`src/rtl/global_chain_bist.sv`:
```
// global_chain_bist: WIDTH-lane x DEPTH-stage register chain gated by a
// fabric-derived enable (a & b), with a built-in PRBS generator/checker that
// self-tests the chain and a saturating mismatch counter.
module global_chain_bist #(
  parameter int          WIDTH      = 4,
  parameter int          DEPTH      = 5,
  parameter int          NUM_CHECKS = 16,
  parameter logic [15:0] SEED       = 16'hACE1
) (
  input  logic             clk,
  input  logic             resetn,
  input  logic             a,
  input  logic             b,
  input  logic             start,
  input  logic             inject,
  input  logic [WIDTH-1:0] d,
  output logic [WIDTH-1:0] q,
  output logic             busy,
  output logic             done,
  output logic [15:0]      err_count
);

  typedef enum logic [1:0] {IDLE, FILL, CHECK, DONE} state_t;

  localparam logic [15:0] FILL_LAST  = 16'(DEPTH - 1);
  localparam logic [15:0] CHECK_LAST = 16'(NUM_CHECKS - 1);

  state_t           state_reg;
  logic [15:0]      gen_reg;
  logic [15:0]      chk_reg;
  logic [15:0]      cnt_reg;
  logic [15:0]      err_count_reg;
  logic             busy_reg;
  logic             done_reg;
  logic [WIDTH-1:0] stage_reg [DEPTH];

  logic             en;
  logic [WIDTH-1:0] inj_mask;
  logic [WIDTH-1:0] stage_in;

  // Fibonacci LFSR, taps 16,14,13,11
  function automatic logic [15:0] lfsr_next(input logic [15:0] s);
    return {s[14:0], s[15] ^ s[13] ^ s[12] ^ s[10]};
  endfunction

  // The enable is deliberately a plain fabric AND so it has to be routed to every stage
  assign en       = a & b;
  assign inj_mask = WIDTH'(inject);
  assign stage_in = (((state_reg == FILL) || (state_reg == CHECK)) ? gen_reg[WIDTH-1:0] : d)
                    ^ inj_mask;

  genvar gi;
  generate
    for (gi = 0; gi < DEPTH; gi++) begin : g_stage
      if (gi == 0) begin : g_head
        // Stage 0 takes the generator pattern during a test, pass-through data otherwise
        always_ff @(posedge clk) begin
          if (!resetn)  stage_reg[gi] <= '0;
          else if (en)  stage_reg[gi] <= stage_in;
        end
      end else begin : g_body
        // Each later stage shifts from its predecessor on enabled cycles
        always_ff @(posedge clk) begin
          if (!resetn)  stage_reg[gi] <= '0;
          else if (en)  stage_reg[gi] <= stage_reg[gi-1];
        end
      end
    end
  endgenerate

  assign q = stage_reg[DEPTH-1];

  // Test sequencer: start reloads from IDLE/DONE; every other advance waits for en
  always_ff @(posedge clk) begin
    if (!resetn) begin
      state_reg     <= IDLE;
      gen_reg       <= SEED;
      chk_reg       <= SEED;
      cnt_reg       <= '0;
      err_count_reg <= '0;
      busy_reg      <= 1'b0;
      done_reg      <= 1'b0;
    end else begin
      case (state_reg)
        IDLE, DONE: begin
          if (start) begin
            state_reg     <= FILL;
            gen_reg       <= SEED;
            chk_reg       <= SEED;
            cnt_reg       <= '0;
            err_count_reg <= '0;
            busy_reg      <= 1'b1;
            done_reg      <= 1'b0;
          end
        end
        FILL: begin
          if (en) begin
            gen_reg <= lfsr_next(gen_reg);
            if (cnt_reg == FILL_LAST) begin
              state_reg <= CHECK;
              cnt_reg   <= '0;
            end else begin
              cnt_reg <= cnt_reg + 16'd1;
            end
          end
        end
        CHECK: begin
          if (en) begin
            gen_reg <= lfsr_next(gen_reg);
            chk_reg <= lfsr_next(chk_reg);
            if ((q != chk_reg[WIDTH-1:0]) && (err_count_reg != 16'hFFFF))
              err_count_reg <= err_count_reg + 16'd1;
            if (cnt_reg == CHECK_LAST) begin
              state_reg <= DONE;
              cnt_reg   <= '0;
              busy_reg  <= 1'b0;
              done_reg  <= 1'b1;
            end else begin
              cnt_reg <= cnt_reg + 16'd1;
            end
          end
        end
        default: state_reg <= IDLE;
      endcase
    end
  end

  assign busy      = busy_reg;
  assign done      = done_reg;
  assign err_count = err_count_reg;

endmodule

```
`config.mk`:
```
export PLATFORM = sky130hd
export DESIGN_NAME = global_chain_bist
export DESIGN_NICKNAME = d
export VERILOG_FILES = /design/src/rtl/global_chain_bist.sv
export SDC_FILE = /design/constraint.sdc
export NUM_CORES = 1
export LEC_CHECK = 0
export ABC_CLOCK_PERIOD_IN_PS = 2700
export CAP_MARGIN = 20
export CORE_MARGIN = 5
export CORE_UTILIZATION = 45
export CTS_BUF_LIST = sky130_fd_sc_hd__clkbuf_2 sky130_fd_sc_hd__clkbuf_4 sky130_fd_sc_hd__clkbuf_8
export DETAILED_ROUTE_END_ITERATION = 10
export PLACE_DENSITY = 0.62
export SETUP_SLACK_MARGIN = 0.5
export SLEW_MARGIN = 20
export SYNTH_ARGS = -nofsm -noshare
export SYNTH_HDL_FRONTEND = slang
export SYNTH_SLANG_ARGS = --single-unit
```
`constraint.sdc`:
```
create_clock -name clk -period 2.7 [get_ports clk]
set_input_delay 0.27 -clock clk [delete_from_list [all_inputs] [get_ports clk]]
set_output_delay 0.27 -clock clk [all_outputs]
set_load 0.05 [all_outputs]
```
## Yosys cells after proc, flatten, opt, wreduce, memory -nomap -nowiden

Memory sizes are Yosys's and may differ from the RTL's.
Cells that the tools add are included.

- Register bits after elaboration: 68
- Memories kept: 1
- Memory bits (writable): 20
- Logic and storage cells: 87
- Output and inout port bits: 22
- Bits of input ports: 10

- Mux-type cells: 38
- Equality and inequality tests: 14
- Bitwise logic cells: 13
- Add/subtract/negate cells: 2
- Reduce and logical (&&, ||, !) cells: 12

Memory list:

| name | depth | bits a word | rd ports | clocked after memory_dff | write ports | line | text |
|---|---|---|---|---|---|---|---|
| stage_reg | 5 | 4 | 5 | 0 | 5 | 35 | `logic [WIDTH-1:0] stage_reg [DEPTH];` |

Operators by type and width:

| cell | count |
|---|---|
| 2-to-1 mux 16 bit | 10 |
| one-hot mux 16 bit (2 select lines) | 3 |
| one-hot mux 16 bit (3 select lines) | 1 |
| adder 16 x 1 -> 16 bit, second input constant | 2 |
| 2-to-1 mux 4 bit | 6 |
| == test 16 x 3 -> 1 bit, second input constant | 1 |
| == test 16 x 4 -> 1 bit, second input constant | 1 |
| != test 16 bit, second input constant | 1 |
| 2-to-1 mux 1 bit | 10 |
| 2-to-1 mux 2 bit | 5 |
| != test 2 x 1 -> 1 bit, second input constant | 4 |
| AND reduction 4 bit | 2 |
| != test 2 bit, second input constant | 3 |
| one-hot mux 2 bit (3 select lines) | 1 |
| AND reduction 3 bit | 2 |
| bitwise XOR 1 bit | 6 |
| OR 1 bit | 5 |
| AND reduction 5 bit | 1 |
| == test 2 bit, second input constant | 2 |
| != test 4 bit | 1 |
| one-hot mux 1 bit (2 select lines) | 2 |
| OR reduction 2 bit | 2 |
| bitwise XOR 4 x 1 -> 4 bit | 1 |
| == test 2 x 1 -> 1 bit, second input constant | 1 |
| 6 further kinds | 6 |

## Logic depth before layout (Yosys ltp)

An unclocked memory read counts as a cell.

- Depth after elaboration: 6
- Gate-level depth with buffers: 10
- Mapped depth without buffers: 7

## Worst setup path before layout

Ideal clock, no wire load.

- Kind: reg2reg
- From: reg state_reg[0]
- To: reg err_count_reg[8], in the netlist err_count[8]
- Arrival time: 2.014 ns
- Slack: 0.616 ns
- Clock period less this slack: 2.084 ns
- Stages on the path, launching flop included: 10
- Library setup time: 0.070 ns
- Buffers on the path: 2
- Required time: 2.630 ns
- Cell sequence: dfxtp_1 -> inv_1 -> ha_1 -> or2b_2 -> o21ai_1 -> or2_1 -> buf_2 -> buf_6 -> or4_1 -> a21oi_1

- Longest elaborated chain between the ends: 4
- Elaborated cells between the ends (all ways): 10
- Classes of those cells: eq/ne (5); mux (1); reduce/logical (4)

RTL lines:

| element | line | text |
|---|---|---|
| start, declared | 28 | `state_t state_reg;` |
| start signal, assigned | 76 | `state_reg <= IDLE;` |
| start signal, assigned | 87 | `state_reg <= FILL;` |
| start signal, assigned | 100 | `state_reg <= CHECK;` |
| == test 2 bit / logical NOT 2 bit (equally long branches) | 84 | `case (state_reg)` |
| OR reduction 2 bit | 84 |  |
| != test 2 bit (no line) / nonzero test 2 bit (equally long branches) | n/a |  |
| AND reduction 4 bit (no line) | n/a |  |
| end signal, assigned | 112 | `err_count_reg <= err_count_reg + 16'd1;` |
| end, declared | 32 | `logic [15:0] err_count_reg;` |

Parallel ways exist; a longest one is shown, timed or not.
A chain may end at the register's enable or synchronous reset.

## Worst setup path after layout

Ends and elaborated chain as after synthesis.

==> metrics.txt <==
run status completed; Skew-Pair Late Insertion Delay 0.36 ns; Layout area overhead 19.8%; residual DRC count 0; Synth Flop Type dfxtp_1; post-route ant nets 0; Rows 34; Largest register FFs 20; R2R Setup Slk 0.64 ns; DRT Pass-1 Iters 4; VDD IR max 0.494 mV; synth warn 0; Die Width 103 µm; worst-margin pin slew 0.582 ns; die height 103 µm; total global routing overflow 0; PD cells 846 mW/mm²; I/O pin count 32; Filler Cell Count 735; Max stage delay cell, worst path or4_1; TritonCTS clock tree done; Post-Syn Nets 437; RSZ-0062 raised after global routing no; Worst Setup EP err_count[8]$_SDFFE_PN0P_; number of port buffers 31; worst-case reg-to-reg path depth 7; RR Endpoint err_count[8]$_SDFFE_PN0P_; total clock sinks 88; die area 0.0107 mm²; post-route setup slack 0.644 ns; largest net degree at the start of global routing 25; critical path class reg2reg; clock skew 0.0113 ns; commonest non-fill, non-tap cell in the layout dfxtp_1; GRT Util Overall 16.3%; critical path, cell by cell inv_1 -> ha_4 -> or2b_4 -> o21ai_2 -> or2_2 -> or4_1 -> a21oi_1; RR Startpoint state_reg[0]$_SDFFE_PN0P_; wirelength, routed 8070 µm; Setup crit start state_reg[0]$_SDFFE_PN0P_; Synth cell types 51; switch share 33.6%; worst hold path class reg2reg; internal power 2.63 mW; Power Total 3.96 mW; Max Cap Violations 0; RePlAce Congestion 0.807; DP Worst Slack 0.239 ns; Final TNS setup 0 ns; number of nets in the layout 471; flip-flop and latch count after synthesis 88; delay-heaviest family, CP simple AND/OR/NAND/NOR gates; CP startpoint kind flip-flop; EDFF count, synth 20; layout cells sized above 1 9.35%; Final Max Tran Viols 0; Avg Cell Area, Syn 9.28 µm²; initial antenna violation count 0; Worst-path clk slew 0.10 ns; Clock power frac 30.5%; met2 Track Usage GR 25.6%; CP arrival 2.35 ns; most frequent cells in the layout dfxtp_1 (67), nor2_1 (51), nand2_1 (35), clkdlybuf4s50_1 (31), a21oi_1 (25); cell area after synthesis 0.00391 mm²; routing usage on met1 21.8%; final setup vio count 0; met3 Track Usage GR 4.16%; FFs w/ async S/R, synth 0%; Gate Count Post-Synth 421; CP Max Fanout 6; setup bufs post-CTS 0; f_max 486 MHz; Num CTS Buffers 9; Placed Cells incl. Taps 550; Core Region 0.00859 mm²; post-route cell area 0.00468 mm²; Avg WL per Cell 14.2 µm; Worst slew margin 60.9%; number of vias per cell 5.46; Final Cycle Share 76.2%; Seq pwr share 38.4%; most used routing layer met2; vias 3,101; clock buffer depth 2; crit path time final 2.06 ns; Psw 1.33 mW; register area share after synthesis 50.2%; leak pwr 1.62 nW; fin cells 568; WP buf/inv 1; Crit. path cell count 7; CP Capture Type flip-flop; CTS root buffer clkbuf_8; Initial Util 45.5%; DP Area 0.00434 mm²; final hold violation count 0; Largest stage delay, worst path 0.48 ns; drt first-iter violations 82; HPWL after detailed placement 5420 µm; antenna fix cells 0; Gate power share 31.1%; first-pass GRT wire length 13,700 µm; H-tree Lvls 3; number of global-route vias before repair 2,944; Req. time, crit path 3.00 ns
## worst min-delay path by stage
stage / start / end / slack, ns / depth (start not counted)
after detailed placement: gen_reg[7]$_SDFFE_PN1P_ / gen_reg[8]$_SDFFE_PN0P_ / 0.45 / 2
after CTS: gen_reg[7]$_SDFFE_PN1P_ / gen_reg[8]$_SDFFE_PN0P_ / 0.46 / 2
after floorplan: gen_reg[8]$_SDFFE_PN0P_ / gen_reg[9]$_SDFFE_PN0P_ / 0.43 / 2
final: gen_reg[7]$_SDFFE_PN1P_ / gen_reg[8]$_SDFFE_PN0P_ / 0.46 / 2
after global routing: gen_reg[7]$_SDFFE_PN1P_ / gen_reg[8]$_SDFFE_PN0P_ / 0.49 / 2
after global placement: gen_reg[7]$_SDFFE_PN1P_ / gen_reg[8]$_SDFFE_PN0P_ / 0.44 / 2
## layout make-up
type | count | area [µm²] | area share (%)
Sequential cell | 88 | 1960 | 41.9
Timing Repair Buffer | 43 | 400 | 8.55
Inverter | 9 | 33.8 | 0.721
Clock inverter | 7 | 149 | 3.18
Tap cell | 108 | 135 | 2.89
Multi-Input combinational cell | 304 | 1880 | 40.1
Clock buffer | 9 | 124 | 2.64
## repair_timing
item                                    in CTS  in global routing
pin swaps                                    1                  0
hold buffers                                 0                  0
endpoints found under the setup margin      15                 19
gates cloned                                 2                  0
resized for setup                            3                  9
## logic make-up after synthesis
kind of cell             after synthesis  share of synthesized area (%)
multiplexers                          12                           3.07
AND/OR/NAND/NOR                      190                           24.4
buffers and inverters                 31                           3.42
AO/OA/AOI/OAI                         69                           11.4
XOR/XNOR                              25                           5.60
adder cells (fa/ha/maj)                6                           1.92
flip-flops                            88                           50.2
## per-stage QoR
stage	hold slack, ns	util (%)
after floorplan	0.432	-
after global placement	0.442	50.6
after detailed placement	0.448	50.6
after CTS	0.462	53.9
after global routing	0.485	54.5
final	0.456	54.5
## power groups by stage
stage	combinational [mW]	sequential, mW	clock, mW
finish	1.23	1.52	1.21
floorplan	0.845	1.57	0
global placement	1.10	1.55	0
detailed placement	1.11	1.55	0
global route	1.36	1.54	1.29
CTS	1.18	1.52	1.23
## worst min-delay path: stages, from the launching register on
cell,delay (ns)
dfxtp_1,0.32
nand2_1,0.05
a21oi_1,0.05
## layer usage
| layer | wire, µm | share of wire (%) | vias up |
|---|---|---|---|
| li1 | - | - | 1575 |
| met1 | 3800 | 47 | 1462 |
| met2 | 3780 | 47 | 50 |
| met3 | 367 | 4.6 | 14 |
| met4 | 123 | 1.5 | 0 |
| met5 | 0 | 0 | - |
## cells in the mapped netlist (all sizes together), types with 2 or more instances
cell | count | area share [%]
o21ai | 12 | 1.5
and4 | 2 | 0.45
or4 | 8 | 1.5
xnor2 | 18 | 4.0
or3 | 3 | 0.48
and2 | 18 | 2.9
edfxtp | 20 | 15
or2 | 3 | 0.48
mux2i | 12 | 3.1
and3 | 5 | 0.80
nor3 | 12 | 1.5
dfxtp | 68 | 35
nand2 | 35 | 3.4
nand4 | 9 | 1.4
o31ai | 8 | 1.5
nand2b | 3 | 0.48
ha | 6 | 1.9
inv | 8 | 0.77
clkbuf | 14 | 1.3
a21oi | 25 | 3.2
buf | 8 | 1.2
nor4 | 10 | 1.6
a22oi | 9 | 1.9
xor2 | 7 | 1.6
nand4b | 2 | 0.45
nand3 | 24 | 3.1
o221ai | 2 | 0.45
o41ai | 2 | 0.45
nor2 | 52 | 5.0
No activity file was read; power rests on OpenSTA's default activity.
